$ cat src/rtl/synth_i2s_tx.sv
// Mono I2S transmitter for the synth mixer: serialises one latched signed sample
// into both left and right slots, MSB one bclk after the word-select edge.
module synth_i2s_tx #(
  parameter int DATA_BITS = 12,
  parameter int SLOT_BITS = 16,
  parameter int CLK_DIV   = 2
) (
  input  logic                        clk,
  input  logic                        reset_n,
  input  logic                        enable,
  input  logic signed [DATA_BITS-1:0] din,
  output logic                        bclk,
  output logic                        lrclk,
  output logic                        sdata,
  output logic                        sample_strobe
);

  localparam int FRAME_BITS = 2 * SLOT_BITS;
  localparam int BIT_W      = $clog2(FRAME_BITS);
  localparam int DIV_W      = (CLK_DIV > 1) ? $clog2(CLK_DIV) : 1;

  localparam logic [DIV_W-1:0] DIV_LAST  = DIV_W'(CLK_DIV - 1);
  localparam logic [BIT_W-1:0] BIT_LAST  = BIT_W'(FRAME_BITS - 1);
  localparam logic [BIT_W-1:0] SLOT_LEN  = BIT_W'(SLOT_BITS);
  localparam logic [BIT_W-1:0] DATA_LEN  = BIT_W'(DATA_BITS);

  typedef enum logic [1:0] {ST_IDLE = 2'd0, ST_RUN = 2'd1, ST_DRAIN = 2'd2} state_t;

  state_t               state_r, state_s;
  logic [DIV_W-1:0]     div_cnt_r, div_cnt_s;
  logic [BIT_W-1:0]     bit_cnt_r, bit_cnt_s;
  logic [DATA_BITS-1:0] sample_r, sample_s;
  logic                 bclk_r, bclk_s;
  logic                 lrclk_r, lrclk_s;
  logic                 sdata_r, sdata_s;
  logic                 strobe_r, strobe_s;
  logic                 wrap_s, fall_s, eof_s;
  logic [BIT_W-1:0]     bit_inc_s;

  // Slot position 0 and positions past the sample are padding zeros (no sign extension).
  function automatic logic slot_bit(input logic [DATA_BITS-1:0] s, input logic [BIT_W-1:0] frame_pos);
    logic [BIT_W-1:0]     pos;
    logic [DATA_BITS-1:0] shifted;
    logic                 r;
    pos = (frame_pos >= SLOT_LEN) ? (frame_pos - SLOT_LEN) : frame_pos;
    if ((pos != {BIT_W{1'b0}}) && (pos <= DATA_LEN)) begin
      shifted = s << (pos - BIT_W'(1));
      r       = shifted[DATA_BITS-1];
    end else begin
      shifted = {DATA_BITS{1'b0}};
      r       = 1'b0;
    end
    return r;
  endfunction

  // Next-state, counter and output-register logic.
  always_comb begin
    state_s   = state_r;
    div_cnt_s = div_cnt_r;
    bit_cnt_s = bit_cnt_r;
    sample_s  = sample_r;
    bclk_s    = bclk_r;
    lrclk_s   = lrclk_r;
    sdata_s   = sdata_r;
    strobe_s  = 1'b0;
    wrap_s    = (div_cnt_r == DIV_LAST);
    fall_s    = wrap_s & bclk_r;
    eof_s     = fall_s & (bit_cnt_r == BIT_LAST);
    bit_inc_s = eof_s ? {BIT_W{1'b0}} : (bit_cnt_r + BIT_W'(1));
    case (state_r)
      ST_IDLE: begin
        div_cnt_s = {DIV_W{1'b0}};
        bit_cnt_s = {BIT_W{1'b0}};
        bclk_s    = 1'b0;
        lrclk_s   = 1'b0;
        sdata_s   = 1'b0;
        if (enable) begin
          state_s  = ST_RUN;
          sample_s = din;
          strobe_s = 1'b1;
        end else begin
          state_s  = ST_IDLE;
        end
      end
      ST_RUN, ST_DRAIN: begin
        div_cnt_s = wrap_s ? {DIV_W{1'b0}} : (div_cnt_r + DIV_W'(1));
        if (wrap_s) begin
          bclk_s = ~bclk_r;
        end else begin
          bclk_s = bclk_r;
        end
        if (fall_s) begin
          bit_cnt_s = bit_inc_s;
          lrclk_s   = (bit_inc_s >= SLOT_LEN);
          sdata_s   = slot_bit(sample_r, bit_inc_s);
        end else begin
          bit_cnt_s = bit_cnt_r;
        end
        // Re-enabling during drain resumes the frame exactly as if enable never fell.
        if (eof_s && ((state_r == ST_RUN) || enable)) begin
          sample_s = din;
          strobe_s = 1'b1;
        end else begin
          sample_s = sample_r;
        end
        if (enable) begin
          state_s = ST_RUN;
        end else if ((state_r == ST_DRAIN) && eof_s) begin
          state_s = ST_IDLE;
        end else begin
          state_s = ST_DRAIN;
        end
      end
      default: begin
        state_s   = ST_IDLE;
        div_cnt_s = {DIV_W{1'b0}};
        bit_cnt_s = {BIT_W{1'b0}};
        bclk_s    = 1'b0;
        lrclk_s   = 1'b0;
        sdata_s   = 1'b0;
      end
    endcase
  end

  // State and output registers.
  always_ff @(posedge clk or negedge reset_n) begin
    if (!reset_n) begin
      state_r   <= ST_IDLE;
      div_cnt_r <= {DIV_W{1'b0}};
      bit_cnt_r <= {BIT_W{1'b0}};
      sample_r  <= {DATA_BITS{1'b0}};
      bclk_r    <= 1'b0;
      lrclk_r   <= 1'b0;
      sdata_r   <= 1'b0;
      strobe_r  <= 1'b0;
    end else begin
      state_r   <= state_s;
      div_cnt_r <= div_cnt_s;
      bit_cnt_r <= bit_cnt_s;
      sample_r  <= sample_s;
      bclk_r    <= bclk_s;
      lrclk_r   <= lrclk_s;
      sdata_r   <= sdata_s;
      strobe_r  <= strobe_s;
    end
  end

  assign bclk          = bclk_r;
  assign lrclk         = lrclk_r;
  assign sdata         = sdata_r;
  assign sample_strobe = strobe_r;

endmodule

$ cat config.mk
export PLATFORM = sky130hd
export DESIGN_NAME = synth_i2s_tx
export DESIGN_NICKNAME = d
export VERILOG_FILES = /design/src/rtl/synth_i2s_tx.sv
export SDC_FILE = /design/constraint.sdc
export NUM_CORES = 1
export LEC_CHECK = 0
export CAP_MARGIN = 25
export CORE_MARGIN = 8
export CORE_UTILIZATION = 40
export DETAILED_ROUTE_END_ITERATION = 6
export PLACE_DENSITY = 0.65
export SETUP_SLACK_MARGIN = 0.5
export SYNTH_ARGS = -nofsm -noshare
export SYNTH_HDL_FRONTEND = slang
export SYNTH_SLANG_ARGS = --single-unit
$ cat constraint.sdc
create_clock -name clk -period 4.6 [get_ports clk]
set_clock_uncertainty 0.2 [all_clocks]
set_input_delay 0.92 -clock clk [delete_from_list [all_inputs] [get_ports clk]]
set_output_delay 0.92 -clock clk [all_outputs]
set_load 0.005 [all_outputs]
==> flow_summary_export.csv <==
group,metric,value,unit
synthesis,syn_area_per_cell,10.6,µm²
setup_path,end_kind,"register",
timing,tns,0,ns
timing,rsz0062_at_grt,"false",
timing,layout_min_cycle_time,3.72,ns
synthesis,yosys_register_bits,24,
timing,setup_violations,0,
synthesis,synth-simple-area-share,0.154,
global_route,grt_max_degree,17,
placed_design,routabilityCongestion,0.839,
synthesis,synth.distinct_cells,37,
drt,drtIter0Drc,38,
flow_run,drv_cap,0,
global_route,grtUsageTotal,0.104,
pwr,ir_worst_vdd,0.255,mV
pwr,p_int,530,µW
synthesis,synth_compound_area_frac,0.103,
setup_path,cp_cell_sequence,"ha_1 -> and3_1 -> ha_1 -> and3_1 -> nor2_1 -> inv_1 -> ha_1 -> mux4_2 -> o22ai_1 -> o31a_1 -> o21ai_1",
clock_tree,post-cts-setup-buffers,0,
floorplanning,die_w,75.3,µm
min_path,whs_path_depth,1,
setup_path,crit_family,"adder cells",
layout,antenna_cells,0,
outcome,status,"complete, no violations",
placed_design,place_ws,0.917,ns
floorplanning,io_pins,19,
setup_path,max_stage_delay,0.53,ns
layout,layout_common_cells,"dfrtp_1, clkdlybuf4s50_1, nand2_1, mux2_2",
setup_path,cp.depth,11,
pwr,power.switching,265,µW
drt,detail-route-antenna-nets,0,
setup_path,crit_slowest_cell,"mux4_2",
layout,num-nets-final,171,
clock_tree,cts_tree,"done",
layout,syn_to_final_growth,17.2,%
pwr,clkPwrFrac,0.113,
clock_tree,cts-resized-gates,0,
timing,slew_headroom,0.571,
floorplanning,start_util,0.418,
synthesis,synth_top_family_by_area,"multiplexers",
timing,finalWorstSetupSlack,0.880,ns
pwr,power_density,483,nW/µm²
timing,fin_crit_sh,0.809,
drt,drt-wirelength-per-cell,13.9,µm
layout,drive_above_1_share,0.137,
timing,drv_slew,0,
layout,fin_area,1650,µm²
placed_design,place_hpwl,2080,µm
floorplanning,dieArea,5670,µm²
synthesis,synth_xor_xnor_area_share,0.0312,
floorplanning,die_h,75.3,µm
synthesis,synth_warnings,0,
clock_tree,cts_sinks,24,
global_route,gr-total-overflow,0,
pwr,totalPowerFinal,795,µW
synthesis,syn_inst,132,
setup_path,worst-setup-path-type,"register to register",
drt,drc,0,
drt,first_pass_iters,4,
floorplanning,num_rows,21,
global_route,grt_pass1_wl,4660,µm
synthesis,ys_seq_area_frac,0.427,
layout,final_common_cell,"dfrtp_1",
timing,holdWs,0.320,ns
setup_path,cp_num_buf_inv,1,
placed_design,port_buffers,18,
pwr,power_frac_comb,0.462,
synthesis,syn_area,1410,µm²
timing,hold_violations,0,
min_path,hold_class,"register to register",
setup_path,cp-start-kind,"register",
timing,tightest_slew,0.642,ns
global_route,antenna_found_initial,0,
global_route,first_global_vias,1035,
drt,wl,2680,µm
drt,viasPerCell,5.24,
setup_path,cp_max_fo,12,
clock_tree,clock_latency,0.30,ns
synthesis,synth_area_leaders,"dfrtp_1, mux2_2, ha_1",
synthesis,synth.area.mux_share,0.173,
layout,final_util,0.490,
clock_tree,h-tree-depth,1,
drt,vias,1007,
pwr,p_sw_frac,0.333,
synthesis,syn_nets,155,
synthesis,synth_area_leader_cell,"dfrtp_1",
clock_tree,cts_hold_buf,0,
clock_tree,cts_buffers,3,
pwr,p_seq_frac,0.425,
clock_tree,cts_root_buf,"clkbuf_4",
floorplanning,core_area,3360,µm²
setup_path,critPathMostFrequentCell,"ha_1",
synthesis,synthAdderAreaFrac,0.0712,
setup_path,r2r_cells,11,
setup_path,required,4.60,ns
placed_design,dp_cells,189,
synthesis,yosys.area.top_type_share,0.427,
clock_tree,clockBufferDepth,2,
pwr,p_leak,0.712,nW
placed_design,dpl_cell_area,1620,µm²
setup_path,cp_data_arrival_time,3.72,ns
clock_tree,clkTransAtPathRegs,0.13,ns
layout,stdcell_count,192,
timing,max_freq,0.269,GHz
## Yosys cell counts
library cell,n
and3b_1,1
nand4b_1,1
o221ai_1,1
and2_1,2
clkbuf_1,5
o21ai_0,3
a311oi_1,1
o21ai_1,1
a21boi_0,5
or3_1,2
xnor2_1,3
and3_1,3
mux2_2,12
nand3b_1,1
nor2_1,8
o22ai_1,1
o31a_1,1
nand3_1,2
a21o_1,1
nor2b_1,2
dfrtp_1,24
a32oi_1,1
mux4_2,3
nor3b_1,1
nor3_1,4
buf_4,1
xor2_1,2
nor4bb_1,1
inv_1,4
o311ai_0,1
a21oi_1,4
mux2i_1,4
buf_2,3
ha_1,8
nand2b_1,2
nand2_1,12
a311o_1,1
## final cells by class
cell class | count | area [µm²]
multi-input cells | 95 | 748
inverters | 4 | 15.0
well taps | 46 | 57.6
flip-flops and latches | 24 | 601
clock buffers | 3 | 22.5
repair buffers | 20 | 203
fillers | 342 | 1720
## state kept, by name, summed over array words and instances (netlist names)
signal	cells
bit_cnt_r	5
state_r	2
sample_strobe	1
bclk	1
sample_r	12
sdata	1
div_cnt_r	1
lrclk	1
## routing by layer
layer  up-vias  GRT usage  wire, µm
met4         0     0.0384        19
met2         9      0.175      1350
met5         -          0         0
met3         2     0.0160        55
met1       500      0.130      1250
li1        496          -         -
## power groups by stage
stage	combinational (mW)	sequential (mW)	clock [mW]
6_report	0.367	0.338	0.0899
5_1_grt	0.409	0.348	0.107
4_1_cts	0.373	0.338	0.0968
3_5_place_dp	0.371	0.344	0
3_3_place_gp	0.352	0.343	0
2_1_floorplan	0.292	0.326	0
## worst register-to-register path, stage by stage (launching register included)
cell	delay (ns)
dfrtp_1	0.50
ha_1	0.35
and3_1	0.23
ha_1	0.24
and3_1	0.33
nor2_1	0.33
inv_1	0.11
ha_1	0.44
mux4_2	0.53
o22ai_1	0.17
o31a_1	0.14
o21ai_1	0.06
## final timing paths
path	start	end	slack [ns]
worst max-delay path	bit_cnt_r[0]	sdata	0.88
worst min-delay path	sample_r[9]	sample_r[9]	0.32
worst max register to register	bit_cnt_r[0]	sdata	0.88
worst min register to register	sample_r[9]	sample_r[9]	0.32
max in group asynchronous	reset_n	sample_r[1]	2.90
min in group asynchronous	reset_n	state_r[1]	0.79
## cell families after synthesis
| kind of cell | count (synthesis) |
|---|---|
| AO/OA/AOI/OAI | 21 |
| XOR/XNOR | 5 |
| adder cells (fa/ha/maj) | 8 |
| buffers and inverters | 13 |
| flip-flops | 24 |
| multiplexers | 19 |
| AND/OR/NAND/NOR | 42 |
Note: power is estimated with default switching activity, not from simulation.
